**src/rtl/pixel_dispatcher.sv**
```systemverilog
// pixel_dispatcher: raster-order pixel source for the ray pipeline.
// Issues (h,v) over valid/ready, bounded by an in-flight credit count.
module pixel_dispatcher #(
  parameter int DISPLAY_WIDTH  = 640,
  parameter int DISPLAY_HEIGHT = 480,
  parameter int H_BITS         = 10,
  parameter int V_BITS         = 10,
  parameter int FP_BITS        = 32,
  parameter int FP_FRAC        = 16,
  parameter int MAX_INFLIGHT   = 16
) (
  input  logic                 clk_in,
  input  logic                 rst_in,
  input  logic                 start_in,
  input  logic [3*FP_BITS-1:0] cam_forward_in,
  input  logic                 ready_in,
  input  logic                 done_in,
  output logic                 valid_out,
  output logic [H_BITS-1:0]    hcount_out,
  output logic [V_BITS-1:0]    vcount_out,
  output logic [FP_BITS-1:0]   hcount_fp_out,
  output logic [FP_BITS-1:0]   vcount_fp_out,
  output logic [3*FP_BITS-1:0] cam_forward_out,
  output logic                 busy_out,
  output logic                 frame_done_out
);

  localparam int IW = $clog2(MAX_INFLIGHT + 1);

  typedef enum logic [1:0] {
    IDLE  = 2'd0,
    ISSUE = 2'd1,
    DRAIN = 2'd2
  } state_t;

  state_t              state;
  state_t              state_nx;
  logic [H_BITS-1:0]   h;
  logic [V_BITS-1:0]   v;
  logic [IW-1:0]       inflight;
  logic [3*FP_BITS-1:0] cam;
  logic                fdone;

  logic go;
  logic xfer;
  logic ret;
  logic last_px;
  logic h_end;
  logic finish;

  // The done pulse cycle is already IDLE but must not restart a frame.
  assign go      = (state == IDLE) && start_in && !fdone;
  assign xfer    = valid_out && ready_in;
  assign h_end   = (h == H_BITS'(DISPLAY_WIDTH - 1));
  assign last_px = h_end && (v == V_BITS'(DISPLAY_HEIGHT - 1));
  assign ret     = done_in && (inflight != '0) && (state != IDLE);
  assign finish  = (state == DRAIN) && (inflight == '0);

  // State register.
  always_ff @(posedge clk_in or negedge rst_in) begin
    if (!rst_in) state <= IDLE;
    else         state <= state_nx;
  end

  // Next-state decode.
  always_comb begin
    state_nx = state;
    unique case (state)
      IDLE:    if (go) state_nx = ISSUE;
      ISSUE:   if (xfer && last_px) state_nx = DRAIN;
      DRAIN:   if (finish) state_nx = IDLE;
      default: state_nx = IDLE;
    endcase
  end

  // Outputs decoded only from registered state and credit count.
  always_comb begin
    valid_out = (state == ISSUE) && (inflight < IW'(MAX_INFLIGHT));
    busy_out  = (state != IDLE);
  end

  // Raster counters; parked at (0,0) once the last pixel leaves.
  always_ff @(posedge clk_in or negedge rst_in) begin
    if (!rst_in) begin
      h <= '0;
      v <= '0;
    end else if (go) begin
      h <= '0;
      v <= '0;
    end else if (xfer) begin
      if (last_px) begin
        h <= '0;
        v <= '0;
      end else if (h_end) begin
        h <= '0;
        v <= v + 1'b1;
      end else begin
        h <= h + 1'b1;
      end
    end
  end

  // Credit counter: issue adds, retire subtracts, both cancel.
  always_ff @(posedge clk_in or negedge rst_in) begin
    if (!rst_in) begin
      inflight <= '0;
    end else if (go) begin
      inflight <= '0;
    end else if (xfer && !ret) begin
      inflight <= inflight + 1'b1;
    end else if (ret && !xfer) begin
      inflight <= inflight - 1'b1;
    end
  end

  // Per-frame camera vector and the registered completion pulse.
  always_ff @(posedge clk_in or negedge rst_in) begin
    if (!rst_in) begin
      cam   <= '0;
      fdone <= 1'b0;
    end else begin
      if (go) cam <= cam_forward_in;
      fdone <= finish;
    end
  end

  assign hcount_out      = h;
  assign vcount_out      = v;
  assign hcount_fp_out   = FP_BITS'(h) << FP_FRAC;
  assign vcount_fp_out   = FP_BITS'(v) << FP_FRAC;
  assign cam_forward_out = cam;
  assign frame_done_out  = fdone;

endmodule
```
**config.mk**
```make
export PLATFORM = sky130hd
export DESIGN_NAME = pixel_dispatcher
export DESIGN_NICKNAME = d
export VERILOG_FILES = /design/src/rtl/pixel_dispatcher.sv
export SDC_FILE = /design/constraint.sdc
export NUM_CORES = 1
export LEC_CHECK = 0
export BUFFER_PORTS_ARGS = -buffer_cell sky130_fd_sc_hd__buf_2
export CAP_MARGIN = 15
export CORE_MARGIN = 1.5
export CORE_UTILIZATION = 45
export CTS_CLUSTER_SIZE = 16
export DETAILED_ROUTE_END_ITERATION = 10
export HOLD_SLACK_MARGIN = 0.15
export PLACE_DENSITY = 0.83
export REMOVE_ABC_BUFFERS = 1
export SETUP_SLACK_MARGIN = 0.1
export SLEW_MARGIN = 20
export SYNTH_ARGS = -nofsm -noshare
export SYNTH_HDL_FRONTEND = slang
export SYNTH_SLANG_ARGS = --single-unit
```
**constraint.sdc**
```tcl
create_clock -name clk_in -period 3.3 [get_ports clk_in]
set_clock_uncertainty 0.05 [all_clocks]
set_input_delay 0.495 -clock clk_in [delete_from_list [all_inputs] [get_ports clk_in]]
set_output_delay 0.495 -clock clk_in [all_outputs]
set_load 0.01 [all_outputs]
```
==> flow_summary.ini <==
[critical_path]
endpoint_kind = flop
arrival_ns = 3.11
crit_required_ns = 3.54
critPathMaxFanout = 13
worstSetupPathType = reg2reg
reg2reg_depth = 7
crit_path_start_kind = flop

[sta]
period_share_pct = 86.8
slew_headroom_pct = 48.3
hold_viol = 0
rsz0062_at_grt = no
fmax_ghz = 0.349
slew_violations = 0
tightest_slew_ns = 0.767
min_period_ns = 2.87
finalSetupViolations = 0

[finish]
diodes = 0
fin_cells = 1053
fin_nets = 976
area_growth_pct = 27.8
drive_gt1_share_pct = 31.4
nFillCells = 1105

[floorplanning]
die_h_um = 116
core_um2 = 12600
ios = 284
design.die.area_um2 = 13500
rows = 41
start_util_pct = 45.8
fp.dieW_um = 116

[drt]
wl_per_cell_um = 13.0
drt_first_pass_iters = 5
drt_iter0_drc = 386
vias = 4962
postRouteWirelength_um = 13700
drc = 0
via_per_inst = 4.71
ant_nets = 0

[cts]
cts_tree = yes
cts-root-buf = clkbuf_16
path_clk_slew_ns = 0.05
cts_setup_buffers = 0
cts.sinks = 124
clock_latency_ns = 0.41
cts.path.max_buffers = 2
htree_levels = 4
cts_buffers = 17

[run]
drv_cap = 0

[global_routing]
grt_usage_pct = 21.1
grt_pass1_wl_um = 21900
grt_max_degree = 66
antenna_found_initial = 0
grt_pass1_vias = 4596
overflow = 0

[placed_design]
place.gp.congestion = 0.811
numPortBuffers = 239
dp_hpwl_um = 9520
dp_cells = 1020

[logic_synthesis]
avgSynthCellArea_um2 = 8.81
yosysWarnings = 0
yosysSeqAreaShare_pct = 53.9
ys_types = 45
mappedNetlistArea_um2 = 5750
ys_ff_latch = 124
postSynth.asyncResetShare_pct = 100
synth-edff-count = 0
synthCells = 653
ys.flop_type = dfrtp_1

[status]
status = complete, no violations

[power_and_ir_drop]
p_per_area_nw_per_um2 = 755
p_leak_nw = 4.16
ir_drop_uv = 410
total_power_mw = 5.55

[min_path]
min_path_cells = 3
hold_class = in2reg
## per-stage QoR
step | util [%] | cell area, um^2 | hold WS (ns) | setup WS [ns] | setup TNS, ns
2_1_floorplan | - | 5320 | 0.149 | -3.83 | -329.00
3_5_place_dp | 54.1 | 6800 | 0.406 | 0.239 | 0
4_1_cts | 58.4 | 7340 | 0.194 | 0.326 | 0
6_report | 58.5 | 7350 | 0.218 | 0.434 | 0
5_1_grt | 58.5 | 7350 | 0.205 | 0.230 | 0
3_3_place_gp | 54.1 | 6800 | 0.403 | 0.339 | 0
## timing repair
| item | in CTS | in global routing |
|---|---|---|
| resized for setup | 0 | 1 |
| setup endpoints to repair | 0 | 1 |
| hold endpoints to repair | 59 | 0 |
| hold buffers | 1 | 0 |
## per-layer routing
layer | track usage (%) | vias to the layer above | wire length (um)
met1 | 25.8 | 2320 | 5700
met5 | 0 | - | 0
met3 | 6.75 | 21 | 945
met2 | 34.2 | 204 | 6790
met4 | 9.51 | 0 | 255
li1 | - | 2417 | -
## where the power goes
part	leakage, nW	switching (mW)	internal (mW)	total (mW)
logic	2.34	0.914	0.676	1.59
registers	1.55	0.288	1.97	2.26
clock network	0.268	0.633	1.07	1.70
## area by class of cell
cell class | count | area [um^2] | area share [%]
Clock buffer | 24 | 472 | 6.42
Clock inverter | 8 | 67.6 | 0.919
Inverter | 7 | 26.3 | 0.357
Multi-Input combinational cell | 473 | 2210 | 30.0
Sequential cell | 124 | 3100 | 42.2
Tap cell | 172 | 215 | 2.93
Timing Repair Buffer | 245 | 1260 | 17.1
## worst paths after layout
path	from	end	slack, ns
max reg2reg	state[1]	inflight[4]	0.43
max	state[1]	inflight[4]	0.43
max in group asynchronous	rst_in	cam_forward_out[45]	1.76
min reg2reg	cam_forward_out[39]	cam_forward_out[39]	0.42
min in group asynchronous	rst_in	cam_forward_out[1]	0.65
min	cam_forward_in[81]	cam_forward_out[81]	0.22
## Yosys cell counts, types with 2 or more instances
master | count | share of area, %
a2111o_1 | 2 | 0.39
a211o_1 | 2 | 0.30
a211oi_1 | 4 | 0.52
a21oi_1 | 6 | 0.52
a32oi_1 | 3 | 0.46
and3_1 | 4 | 0.43
buf_1 | 2 | 0.13
buf_4 | 65 | 8.5
clkbuf_1 | 24 | 1.6
dfrtp_1 | 124 | 54
ha_1 | 6 | 1.3
inv_1 | 7 | 0.46
mux2i_1 | 4 | 0.70
nand2_1 | 306 | 20
nand3_1 | 14 | 1.2
nand3b_1 | 3 | 0.39
nand4_1 | 2 | 0.22
nor2_1 | 10 | 0.65
nor3_1 | 5 | 0.43
nor3b_1 | 3 | 0.39
nor4_1 | 2 | 0.22
o211ai_1 | 3 | 0.39
o21ai_0 | 15 | 1.3
o31ai_1 | 5 | 0.65
or3_1 | 3 | 0.33
or3b_1 | 2 | 0.30
or4_1 | 3 | 0.39
xnor2_1 | 7 | 1.1
## flip-flops by register name, summed over array words and instances (netlist names)
name             cells
frame_done_out       1
vcount_out          10
state                2
inflight             5
hcount_out          10
cam_forward_out     96
## logic make-up after synthesis
family,count (synthesis),share of synthesized area (%)
multiplexers,5,0.892
buffers and inverters,99,10.7
AO/OA/AOI/OAI,48,5.66
XOR/XNOR,7,1.07
flip-flops,124,53.9
AND/OR/NAND/NOR,362,26.0
adder cells (fa/ha/maj),7,1.65
other,1,0.0652
## critical path, stage by stage (launching register included)
cell      delay (ns)
dfrtp_1         0.51
nor4bb_2        0.49
o21ai_0         0.41
ha_1            0.47
nand3_1         0.11
and3_1          0.17
mux2_2          0.25
a211o_1         0.28
## placed cells by master (no fill, tap or decap), drive strengths merged, types with 3 or more instances in the layout
master | synthesis | layout
a211oi | 4 | 4
a21oi | 6 | 6
a32oi | 3 | 3
and3 | 4 | 4
buf | 68 | 244
clkbuf | 24 | 24
clkinv | 0 | 6
conb | 1 | 44
dfrtp | 124 | 124
ha | 6 | 6
inv | 7 | 7
mux2i | 4 | 4
nand2 | 306 | 306
nand3 | 14 | 14
nand3b | 3 | 3
nor2 | 10 | 10
nor3 | 5 | 5
nor3b | 3 | 3
o211ai | 3 | 3
o21ai | 16 | 16
o31ai | 5 | 5
or3 | 3 | 3
or4 | 3 | 3
xnor2 | 7 | 7
Power figures use the tool's default switching activity.
